### src/rtl/frontend_pkg.sv
// frontend_pkg: shared front-end types, default widths and the PC-to-BTB-key helper
package frontend_pkg;
   localparam int XLEN_DEFAULT = 32;
   localparam int BTB_KEY_WIDTH_DEFAULT = 30;
   typedef struct packed {
      logic                             valid;
      logic [BTB_KEY_WIDTH_DEFAULT-1:0] key;
      logic [XLEN_DEFAULT-1:0]          value;
   } btb_update_t;
   typedef enum logic {S_INIT, S_RUN} fetch_pc_state_t;
   function automatic logic [BTB_KEY_WIDTH_DEFAULT-1:0] pc_to_btb_key(input logic [XLEN_DEFAULT-1:0] pc);
      return pc[BTB_KEY_WIDTH_DEFAULT+1:2];
   endfunction
endpackage

### src/rtl/fetch_pc_gen.sv
// fetch_pc_gen: fetch PC register, BTB-predicted next-PC selection and registered BTB update writes
//   req_*        fetch request handshake toward the fetch unit (req_pc, prediction)
//   redirect_*   execute redirect, always wins over the handshake
//   resolve_*    branch resolution, turned into a 1-cycle-late BTB write
//   btb_*        combinational lookup key/result and registered update to the parent's store
//   perf_*       wrapping counters of accepted requests and accepted predicted-taken requests
module fetch_pc_gen
   import frontend_pkg::*;
#(
   parameter int              XLEN          = XLEN_DEFAULT,
   parameter logic [XLEN-1:0] RESET_VECTOR  = '0,
   parameter int              BTB_KEY_WIDTH = BTB_KEY_WIDTH_DEFAULT,
   parameter int              CNT_WIDTH     = 32
) (
   input  logic                     clk,
   input  logic                     reset,
   output logic                     req_valid,
   input  logic                     req_ready,
   output logic [XLEN-1:0]          req_pc,
   output logic                     req_pred_taken,
   output logic [XLEN-1:0]          req_pred_next,
   input  logic                     redirect_valid,
   input  logic [XLEN-1:0]          redirect_pc,
   input  logic                     resolve_valid,
   input  logic [XLEN-1:0]          resolve_pc,
   input  logic                     resolve_taken,
   input  logic [XLEN-1:0]          resolve_target,
   output logic [BTB_KEY_WIDTH-1:0] btb_key,
   input  logic                     btb_hit,
   input  logic [XLEN-1:0]          btb_value,
   output logic                     btb_update_valid,
   output logic [BTB_KEY_WIDTH-1:0] btb_update_key,
   output logic [XLEN-1:0]          btb_update_value,
   output logic [CNT_WIDTH-1:0]     perf_fetch_cnt,
   output logic [CNT_WIDTH-1:0]     perf_pred_taken_cnt
);
   if (RESET_VECTOR[1:0] != 2'b00) begin : g_bad_reset_vector
      $fatal(1, "fetch_pc_gen: RESET_VECTOR must be 4-byte aligned");
   end
   if (BTB_KEY_WIDTH > XLEN - 2) begin : g_bad_key_width
      $fatal(1, "fetch_pc_gen: BTB_KEY_WIDTH must not exceed XLEN-2");
   end
   fetch_pc_state_t state_q;
   logic [XLEN-1:0] pc_q, pc_d;
   logic            hs;
   logic            upd;
   logic            unused_bits;
   assign btb_key        = pc_q[BTB_KEY_WIDTH+1:2];
   assign req_pc         = pc_q;
   assign req_pred_taken = btb_hit;
   assign req_pred_next  = btb_hit ? {btb_value[XLEN-1:2], 2'b00} : pc_q + XLEN'(4);
   assign req_valid      = (state_q == S_RUN) && !redirect_valid;
   assign hs             = req_valid && req_ready;
   assign upd            = resolve_valid && resolve_taken;
   assign pc_d           = redirect_valid ? {redirect_pc[XLEN-1:2], 2'b00} : hs ? req_pred_next : pc_q;
   // Low bits are forced to zero on every stored PC; the resolve PC only contributes its key slice.
   assign unused_bits    = ^{redirect_pc[1:0], btb_value[1:0], resolve_pc, resolve_target[1:0]};
   always_ff @(posedge clk) begin
      if (reset) begin
         state_q             <= S_INIT;
         pc_q                <= RESET_VECTOR;
         btb_update_valid    <= 1'b0;
         btb_update_key      <= '0;
         btb_update_value    <= '0;
         perf_fetch_cnt      <= '0;
         perf_pred_taken_cnt <= '0;
      end else begin
         state_q          <= S_RUN;
         pc_q             <= pc_d;
         btb_update_valid <= upd;
         if (upd) begin
            btb_update_key   <= resolve_pc[BTB_KEY_WIDTH+1:2];
            btb_update_value <= {resolve_target[XLEN-1:2], 2'b00};
         end
         if (hs) begin
            perf_fetch_cnt <= perf_fetch_cnt + CNT_WIDTH'(1);
            if (btb_hit) perf_pred_taken_cnt <= perf_pred_taken_cnt + CNT_WIDTH'(1);
         end
      end
   end
endmodule

### config.mk
export PLATFORM = sky130hd
export DESIGN_NAME = fetch_pc_gen
export DESIGN_NICKNAME = d
export VERILOG_FILES = /design/src/rtl/frontend_pkg.sv /design/src/rtl/fetch_pc_gen.sv
export SDC_FILE = /design/constraint.sdc
export NUM_CORES = 1
export LEC_CHECK = 0
export ABC_AREA = 0
export CAP_MARGIN = 10
export CORE_MARGIN = 1
export CORE_UTILIZATION = 38
export DETAILED_ROUTE_END_ITERATION = 8
export GPL_TIMING_DRIVEN = 0
export HOLD_SLACK_MARGIN = 0.05
export PLACE_DENSITY = 0.78
export SETUP_SLACK_MARGIN = 0.02
export SLEW_MARGIN = 20
export SYNTH_ARGS = -nofsm -noshare
export SYNTH_HDL_FRONTEND = slang
export SYNTH_SLANG_ARGS = --single-unit
### constraint.sdc
create_clock -name clk -period 2.75 [get_ports clk]
set_clock_uncertainty 0.1 [all_clocks]
set_input_delay 0.6875 -clock clk [delete_from_list [all_inputs] [get_ports clk]]
set_output_delay 0.6875 -clock clk [all_outputs]
set_load 0.02 [all_outputs]
==> flow_metrics.py <==
metrics = {
    "final_layout": {
        "final_common_cell": "clkdlybuf4s50_1",
        "fin_area_mm2": 0.0131,
        "nNetsFinal": 1525,
        "drive_gt1_share_pct": 18.4,
        "syn_to_final_growth_pct": 72.3,
        "final_util_pct": 66.9,
        "mostFrequentLayoutCells": "clkdlybuf4s50_1 (313), nand2_1 (169), dfxtp_1 (133)",
    },
    "synth": {
        "syn-instance-count": 967,
        "ys_warn_count": 0,
        "async_reset_ff_share_pct": 0,
        "ys_ff_latch": 158,
        "yosysUniqueCellTypes": 50,
        "synthTopCellsByArea": "dfxtp_1 (42%), nand2_1 (8.4%), a21oi_1 (7.0%)",
        "syn_area_mm2": 0.00758,
        "avgSynthCellArea_um2": 7.84,
        "synth_top_area_share_pct": 41.7,
        "synth_ff_type": "dfxtp_1",
        "seq_area_frac_synth_pct": 41.7,
        "synth-edff-count": 0,
        "yosysTopAreaCell": "dfxtp_1",
    },
    "status": {
        "violations": "negative setup slack",
        "outcome": "finished, violations left",
    },
    "detailed_routing": {
        "ant_nets": 0,
        "top_layer": "met5",
        "routedWlPerCell_um": 18.9,
        "dr.pass1.iters": 5,
        "route.met2.wl_mm": 15.4,
        "routed-wl-met3_mm": 3.11,
        "drt-initial-drc-count": 749,
        "wl_met1_mm": 11.7,
        "num_vias": 9055,
        "viasPerCell": 5.44,
        "post-route-drc-count": 0,
        "drt-total-wl_mm": 31.5,
    },
    "placed_design": {
        "dp_hpwl_mm": 21.4,
        "placedInstanceArea_mm2": 0.0114,
        "port_buffers": 344,
        "place_congestion": 0.885,
    },
    "die": {
        "die_x_um": 143,
        "core-area_mm2": 0.0195,
        "io_pins": 358,
        "row_count": 51,
        "die_h_um": 143,
        "start_util_pct": 38.8,
        "die-area_mm2": 0.0205,
    },
    "sta": {
        "setup_viol": 22,
        "fin_crit_sh_pct": 117,
        "fmax_ghz": 0.311,
        "relSlewSlack_pct": 51.3,
        "setup_ws_ns": -0.466,
        "rsz0062_at_grt": "yes",
        "hold_viol_final": 0,
        "tightest_slew_ns": 0.731,
        "fin_crit_ns": 3.22,
        "drv_slew": 0,
        "whs_ns": 0.353,
    },
    "critical_path": {
        "crit_start": "req_pc[7]",
        "critPathMaxFanout": 5,
        "worst-setup-path-type": "reg -> out",
        "r2r_setup_slack_ns": 0.13,
        "start_kind": "flip-flop",
        "critical_path_required_ns": 1.96,
        "crit_path_end_kind": "output pin",
        "crit_arrival_ns": 2.43,
        "r2r-start": "req_pc[2]",
    },
    "min_path": {
        "hold_start": "btb_update_value[24]",
        "hold_path.class": "reg -> reg",
    },
    "cts": {
        "cts_inserted_buffers": 17,
        "hold_buffers": 0,
        "tritoncts": "built",
        "clockBufferDepth": 2,
        "path_clk_slew_ns": 0.08,
        "htree_levels": 4,
        "ctsRootBufferMaster": "clkbuf_16",
        "clock_sinks": 158,
        "clk_latency_ns": 0.43,
    },
    "grt": {
        "grt_max_degree": 17,
        "grtUsageTotal_pct": 29.6,
        "antenna_found_initial": 2,
        "first_global_vias": 8693,
        "gr-total-overflow": 0,
        "grt_pass1_wl_mm": 46.7,
    },
    "power_and_ir_drop": {
        "power.switching_mw": 1.74,
        "internal_power_mw": 4.31,
        "switching_share_pct": 28.7,
        "p_leak_nw": 4.63,
        "seq_power_share_pct": 40.4,
        "combPwrFrac_pct": 19.4,
        "ir_drop_mv": 0.419,
        "finalPower_mw": 6.05,
        "power_density_mw_per_mm2": 463,
        "clockPowerShare_pct": 40.3,
    },
    "job": {
        "max_cap_viol_count": 0,
    },
}
-- through the flow --
step | setup TNS (ns) | instances | setup slack [ns]
2_1_floorplan | -0.0431 | 968 | -0.0431
3_3_place_gp | -21.36 | 1577 | -1.05
3_5_place_dp | -22.72 | 1577 | -1.08
4_1_cts | -5.80 | 1657 | -0.402
5_1_grt | -9.14 | 1666 | -0.531
6_report | -7.85 | 1666 | -0.466
-- registers in the layout (all words and copies together) (netlist names) --
signal / flops
btb_update_value: 30
perf_pred_taken_cnt: 32
state_q: 1
perf_fetch_cnt: 32
req_pc: 32
btb_update_key: 30
btb_update_valid: 1
-- final timing paths --
kind,to,cells after the start
worst max-delay path,req_pred_next[27],10
worst min-delay path,btb_update_value[24],2
worst max register to register,req_pc[26],12
worst min register to register,btb_update_value[24],2
-- power by group through the flow --
stage / Combinational, mW / Clock [mW] / Sequential (mW)
floorplan: 0.405 / 0 / 2.57
global placement: 1.04 / 0 / 2.50
detailed placement: 1.05 / 0 / 2.51
CTS: 1.14 / 2.44 / 2.44
global route: 1.23 / 2.55 / 2.45
finish: 1.17 / 2.43 / 2.44
-- synthesized netlist by cell type (8+ instances only) --
master    instances
and3_1            8
and2_1            9
xnor2_1          34
nand2_1         169
or4_1             8
nor3_1           26
xor2_1           11
a21oi_1         106
o31a_1           11
nor2_1           74
or3_1            33
dfxtp_1         158
clkbuf_1         49
nand3_1          26
inv_1            21
a22oi_1          30
o21ai_0          31
nor4_1           22
nand4_1          26
buf_4            34
-- layout make-up --
class | instances | area (um2)
fillers | 1592 | 6460
multi-input cells | 696 | 4290
repair buffers | 403 | 3930
flip-flops and latches | 158 | 3240
plain buffers | 89 | 568
clock buffers | 21 | 480
well taps | 265 | 332
clock inverters | 11 | 125
inverters | 22 | 87.6
diodes | 1 | 2.50
-- worst max-delay path, cell delays in order, from the launching register on --
cell and delay [ns]:
dfxtp_4 0.39, nand3_4 0.10, buf_4 0.15, buf_6 0.12, buf_6 0.11, nor4_4 0.32
buf_4 0.21, nand3b_1 0.09, nor3b_4 0.16, a21oi_2 0.20, buf_6 0.15
-- what timing repair did --
item	CTS	global route
buffers inserted	47	11
resized for setup	245	43
endpoints found under the setup margin	32	36
gates cloned	2	0
pin swaps	33	17
-- cells by family (layout without fill, tap and decap cells) --
| family | count (synthesis) | count (layout) | share of synthesized area [%] |
|---|---|---|---|
| AO/OA/AOI/OAI | 219 | 219 | 17.6 |
| multiplexers | 2 | 2 | 0.297 |
| AND/OR/NAND/NOR | 425 | 425 | 27.0 |
| flip-flops | 158 | 158 | 41.7 |
| adder cells (fa/ha/maj) | 3 | 3 | 0.495 |
| XOR/XNOR | 45 | 45 | 5.20 |
| buffers and inverters | 114 | 546 | 7.67 |
| other | 1 | 3 | 0.0494 |
-- layer usage --
metal / global-route usage, % / vias up
li1: - / 4226
met1: 34.0 / 4208
met2: 50.1 / 520
met3: 8.58 / 99
met4: 14.9 / 2
met5: 0 / -
(Power assumes the default switching activity.)
==> RTL change 1: new RTL, config.mk and constraints unchanged <==
Change the parameter `CNT_WIDTH` from 32 to 16.
--- a/src/rtl/fetch_pc_gen.sv
+++ b/src/rtl/fetch_pc_gen.sv
@@ -12,3 +12,3 @@
    parameter int              BTB_KEY_WIDTH = BTB_KEY_WIDTH_DEFAULT,
-   parameter int              CNT_WIDTH     = 32
+   parameter int              CNT_WIDTH     = 16
 ) (
Ports: changed (resized perf_fetch_cnt and perf_pred_taken_cnt); port bits go from 358 to 326. The function was not compared with the original's and may differ.
==> RTL change 1 against the unedited design <==
  * Sequential cell count decreased by 32
  * Core utilization grew 3.8 points
  * Non-clock buffer count down 38
  * Total power decreased by 12%
  * Area after synthesis is 21% lower
  * Design area shrank 17%
  * Setup slack improved by 0.30 ns
  * Wire length fell by 22%
  * Clock power fell by 8.6%
  * The flow still finishes with violations (setup timing)
==> RTL change 1: results <==
group,metric,value,unit
outcome,status,"finished, violations left",
outcome,failed_checks,"setup timing",
synthesis,yosys.area_share.adder,0.6233,%
timing,setup-violations-final,18,
synthesis,synthFlopType,"dfxtp_1",
power,peakVddDrop,0.0004384,V
setup_path,cp.arrival,2.13,ns
global_routing,grt_pass1_vias,6758,
routing,met3_length,2393,um
setup_path,critPathMaxFanout,7,
global_routing,grt_antenna_before_repair,0,
power,p_leak,4.056,nW
placed_design,port_buffers,312,
placed_design,hpwlAfterDp,16720,um
routing,wire_per_inst,17.76,um
placed_design,place_area,9424,um2
synthesis,yosys-top-cells-area,"dfxtp_1 42%, nand2_1 9.5%, a21oi_1 6.6%",
finish,diodes,0,
routing,drt-met1-wl,9190,um
synthesis,synth_xor_area_share,5.090,%
finish,layout.nets,1291,
routing,dr_total_vias,7252,
timing,fin_ws,-0.1700,ns
timing,maxSlewHeadroom,51.78,%
global_routing,grt.total_usage,28.77,%
synthesis,ys_seq_area_share,41.89,%
synthesis,synthMuxAreaShare,0.5402,%
routing,route.met2.wl,11840,um
synthesis,ys_top_cells_by_count,"153 x nand2_1, 126 x dfxtp_1, 80 x a21oi_1",
synthesis,synth_compound_area_share,17.93,%
routing,highest_layer,"met4",
finish,drive_above_1_share,20.41,%
## RTL change 1: cell count changes after synthesis, sizes merged, moves of 16 or more
cell / delta
nand2: -16
nor4: -16
dfxtp: -32
nor2: -18
a21oi: -26
xnor2: -16
## RTL change 1: cells by family (layout without fill, tap and decap cells)
kind of cell             after synthesis  after routing
buffers and inverters                 96            494
AND/OR/NAND/NOR                      327            329
AO/OA/AOI/OAI                        174            174
other                                  1              2
XOR/XNOR                              35             35
multiplexers                           3              3
flip-flops                           126            126
adder cells (fa/ha/maj)                3              3
## RTL change 1: per-stage QoR
| step | power, mW | setup WS (ns) | instances | TNS (ns) |
|---|---|---|---|---|
| floorplan | 2.474 | 0.08491 | 766 | 0 |
| global placement | 3.026 | -0.9349 | 1289 | -32.37 |
| detailed placement | 3.034 | -0.9248 | 1289 | -30.18 |
| CTS | 5.288 | -0.1754 | 1358 | -1.084 |
| global route | 5.492 | -0.2593 | 1377 | -2.943 |
| finish | 5.314 | -0.1700 | 1377 | -1.535 |
## RTL change 1: layout make-up
type / count / area (um2)
sequential: 126 / 2592
timing repair buffer: 369 / 3527
multi-input combinational: 546 / 3333
tap: 211 / 264.0
clock inverter: 12 / 136.4
inverter: 8 / 30.03
buffer: 85 / 506.7
fill: 1213 / 4478
clock buffer: 20 / 446.7
## RTL change 1: power by group through the flow
stage          Combinational, mW  Clock, mW  Sequential [mW]
4_1_cts                     1.07       2.25             1.97
6_report                    1.12       2.22             1.97
3_3_place_gp                1.01          0             2.02
2_1_floorplan              0.384          0             2.09
5_1_grt                     1.18       2.33             1.98
3_5_place_dp                1.01          0             2.02
## RTL change 1: what timing repair did
| action | in CTS | in global routing |
|---|---|---|
| pin swaps | 29 | 25 |
| buffers inserted | 39 | 19 |
| endpoints found under the setup margin | 32 | 25 |
| resized for setup | 222 | 47 |
| gates cloned | 2 | 0 |
## RTL change 1: worst max-delay path, cell delays in order, from the launching register on
cell	delay (ns)
dfxtp_4	0.35
and3_1	0.20
buf_6	0.16
nand4_4	0.16
o31a_1	0.36
nor3_4	0.25
nor2_1	0.07
buf_2	0.16
## RTL change 1: path summary, 6_finish.rpt
| kind | to | from | cells past startpoint | slack (ns) |
|---|---|---|---|---|
| worst max-delay path | req_pred_next[25] | req_pc[12] | 7 | -0.17 |
| worst min register to register | btb_update_value[7] | btb_update_value[7] | 2 | 0.35 |
| worst max register to register | req_pc[30] | req_pc[2] | 10 | 0.64 |
| worst min-delay path | btb_update_value[7] | btb_update_value[7] | 2 | 0.35 |
## RTL change 1: per-layer routing
layer | vias to the layer above | track usage [%]
met5 | - | 0
met4 | 0 | 13.56
met3 | 86 | 10.02
met2 | 406 | 48.69
met1 | 3353 | 32.39
li1 | 3407 | -
==> RTL change 2: new RTL, same settings <==
Without the edit above. Put one more register stage on the output `perf_fetch_cnt`, with the module's reset. The value now appears one clock later. The other outputs are not delayed to match.
--- a/src/rtl/fetch_pc_gen.sv
+++ b/src/rtl/fetch_pc_gen.sv
@@ -36,2 +36,4 @@
 );
+
+   logic [CNT_WIDTH-1:0] perf_fetch_cnt_s0;
    if (RESET_VECTOR[1:0] != 2'b00) begin : g_bad_reset_vector
@@ -64,3 +66,3 @@
          btb_update_value    <= '0;
-         perf_fetch_cnt      <= '0;
+         perf_fetch_cnt_s0   <= '0;
          perf_pred_taken_cnt <= '0;
@@ -75,3 +77,3 @@
          if (hs) begin
-            perf_fetch_cnt <= perf_fetch_cnt + CNT_WIDTH'(1);
+            perf_fetch_cnt_s0 <= perf_fetch_cnt_s0 + CNT_WIDTH'(1);
             if (btb_hit) perf_pred_taken_cnt <= perf_pred_taken_cnt + CNT_WIDTH'(1);
@@ -80,2 +82,10 @@
    end
+   always_ff @(posedge clk) begin
+      if (reset) begin
+         perf_fetch_cnt <= '0;
+      end else begin
+         perf_fetch_cnt <= perf_fetch_cnt_s0;
+      end
+   end
+
 endmodule
Function: changed (a bounded check fails within 4 cycles, from zero or initial values and one cycle with reset high).
==> RTL change 2 against the unedited design <==
  * The flow still finishes with violations (setup timing)
  * Setup slack gained 0.0029 ns
  * Largest cell class unchanged
  * Sequential cell count grew 32
  * Total power grew 12%
  * Non-clock buffer count is the same
  * Core utilization shrank 2.7 points
  * Critical path type unchanged
  * Wire length shrank 1.4%
  * Area after synthesis grew 10%
  * Design area grew 4.6%
  * Die area grew 10%
==> RTL change 2: results <==
group,metric,value,unit
placed_design,port_buffers,346,
synthesis,synthMuxAreaShare,0.8818,%
finish,diodes,0,
setup_path,r2r-start,"state_q",
timing,timing.setup.tns,-6.059,ns
setup_path,endpoint,"req_pred_next[28]",
routing,met3_length,2076,um
finish,drive_above_1_share,16.50,%
setup_path,r2r.worst_path.cells,6,
finish,fillers,1757,
global_routing,grt_pass1_vias,8644,
outcome,status,"finished, violations left",
synthesis,synth_xor_area_share,5.649,%
clock_tree,cts_resized,217,
routing,dr_total_vias,9133,
min_path,hold_start,"btb_update_value[29]",
routing,drt-met1-wl,12760,um
routing,routed_wl,31070,um
synthesis,synth_compound_area_share,15.59,%
setup_path,rrSetupSlack,0.38,ns
routing,dr.pass1.iters,6,
routing,first_iter_violations,664,
global_routing,grt_pass1_wl,46290,um
synthesis,ys_seq_area_share,45.43,%
clock_tree,post-cts-setup-buffers,30,
power,p_leak,5.043,nW
global_routing,use_met2,43.46,%
synthesis,post_synth.cell_area_avg,8.256,um2
synthesis,synth_cell_types,52,
placed_design,place_area,12280,um2
global_routing,grt_max_degree,21,
power,peakVddDrop,0.0003647,V
timing,worst_slew_pin_slew,0.6806,ns
setup_path,crit_path_start,"req_pc[3]",
synthesis,ys_top_cells_by_count,"190 x dfxtp_1, 164 x nand2_1, 98 x a21oi_1",
power,swShare,28.44,%
placed_design,hpwlAfterDp,22150,um
timing,setup-violations-final,21,
global_routing,met3_usage,5.818,%
min_path,hold_path_end,"btb_update_value[29]",
outcome,failed_checks,"setup timing",
routing,highest_layer,"met4",
placed_design,dpl_worst_slack,-1.990,ns
timing,fin_ws,-0.4633,ns
-- RTL change 2: cell count changes after synthesis, sizes merged, moves of 7 or more --
| cell | change |
|---|---|
| a21oi | -8 |
| clkbuf | +11 |
| dfxtp | +32 |
| inv | -7 |
| nand3 | +7 |
| nor2 | +15 |
| nor2b | +29 |
| nor3 | -13 |
| o31a | -8 |
| or3 | -12 |
| xor2 | +12 |
-- RTL change 2: critical path: stages, from the launching register on --
cell	delay, ns
dfxtp_4	0.37
ha_4	0.13
nand4_1	0.15
or4_4	0.62
nor4_2	0.34
o21ai_2	0.12
o21a_2	0.14
buf_6	0.13
-- RTL change 2: area by class of cell --
class	count	area, um2	area share [%]
multi-input combinational	713	4339	31.76
sequential	190	3874	28.36
timing repair buffer	398	3839	28.10
buffer	94	561.8	4.112
clock buffer	18	439.2	3.215
tap	275	344.1	2.519
clock inverter	14	207.7	1.520
inverter	15	56.30	0.4122
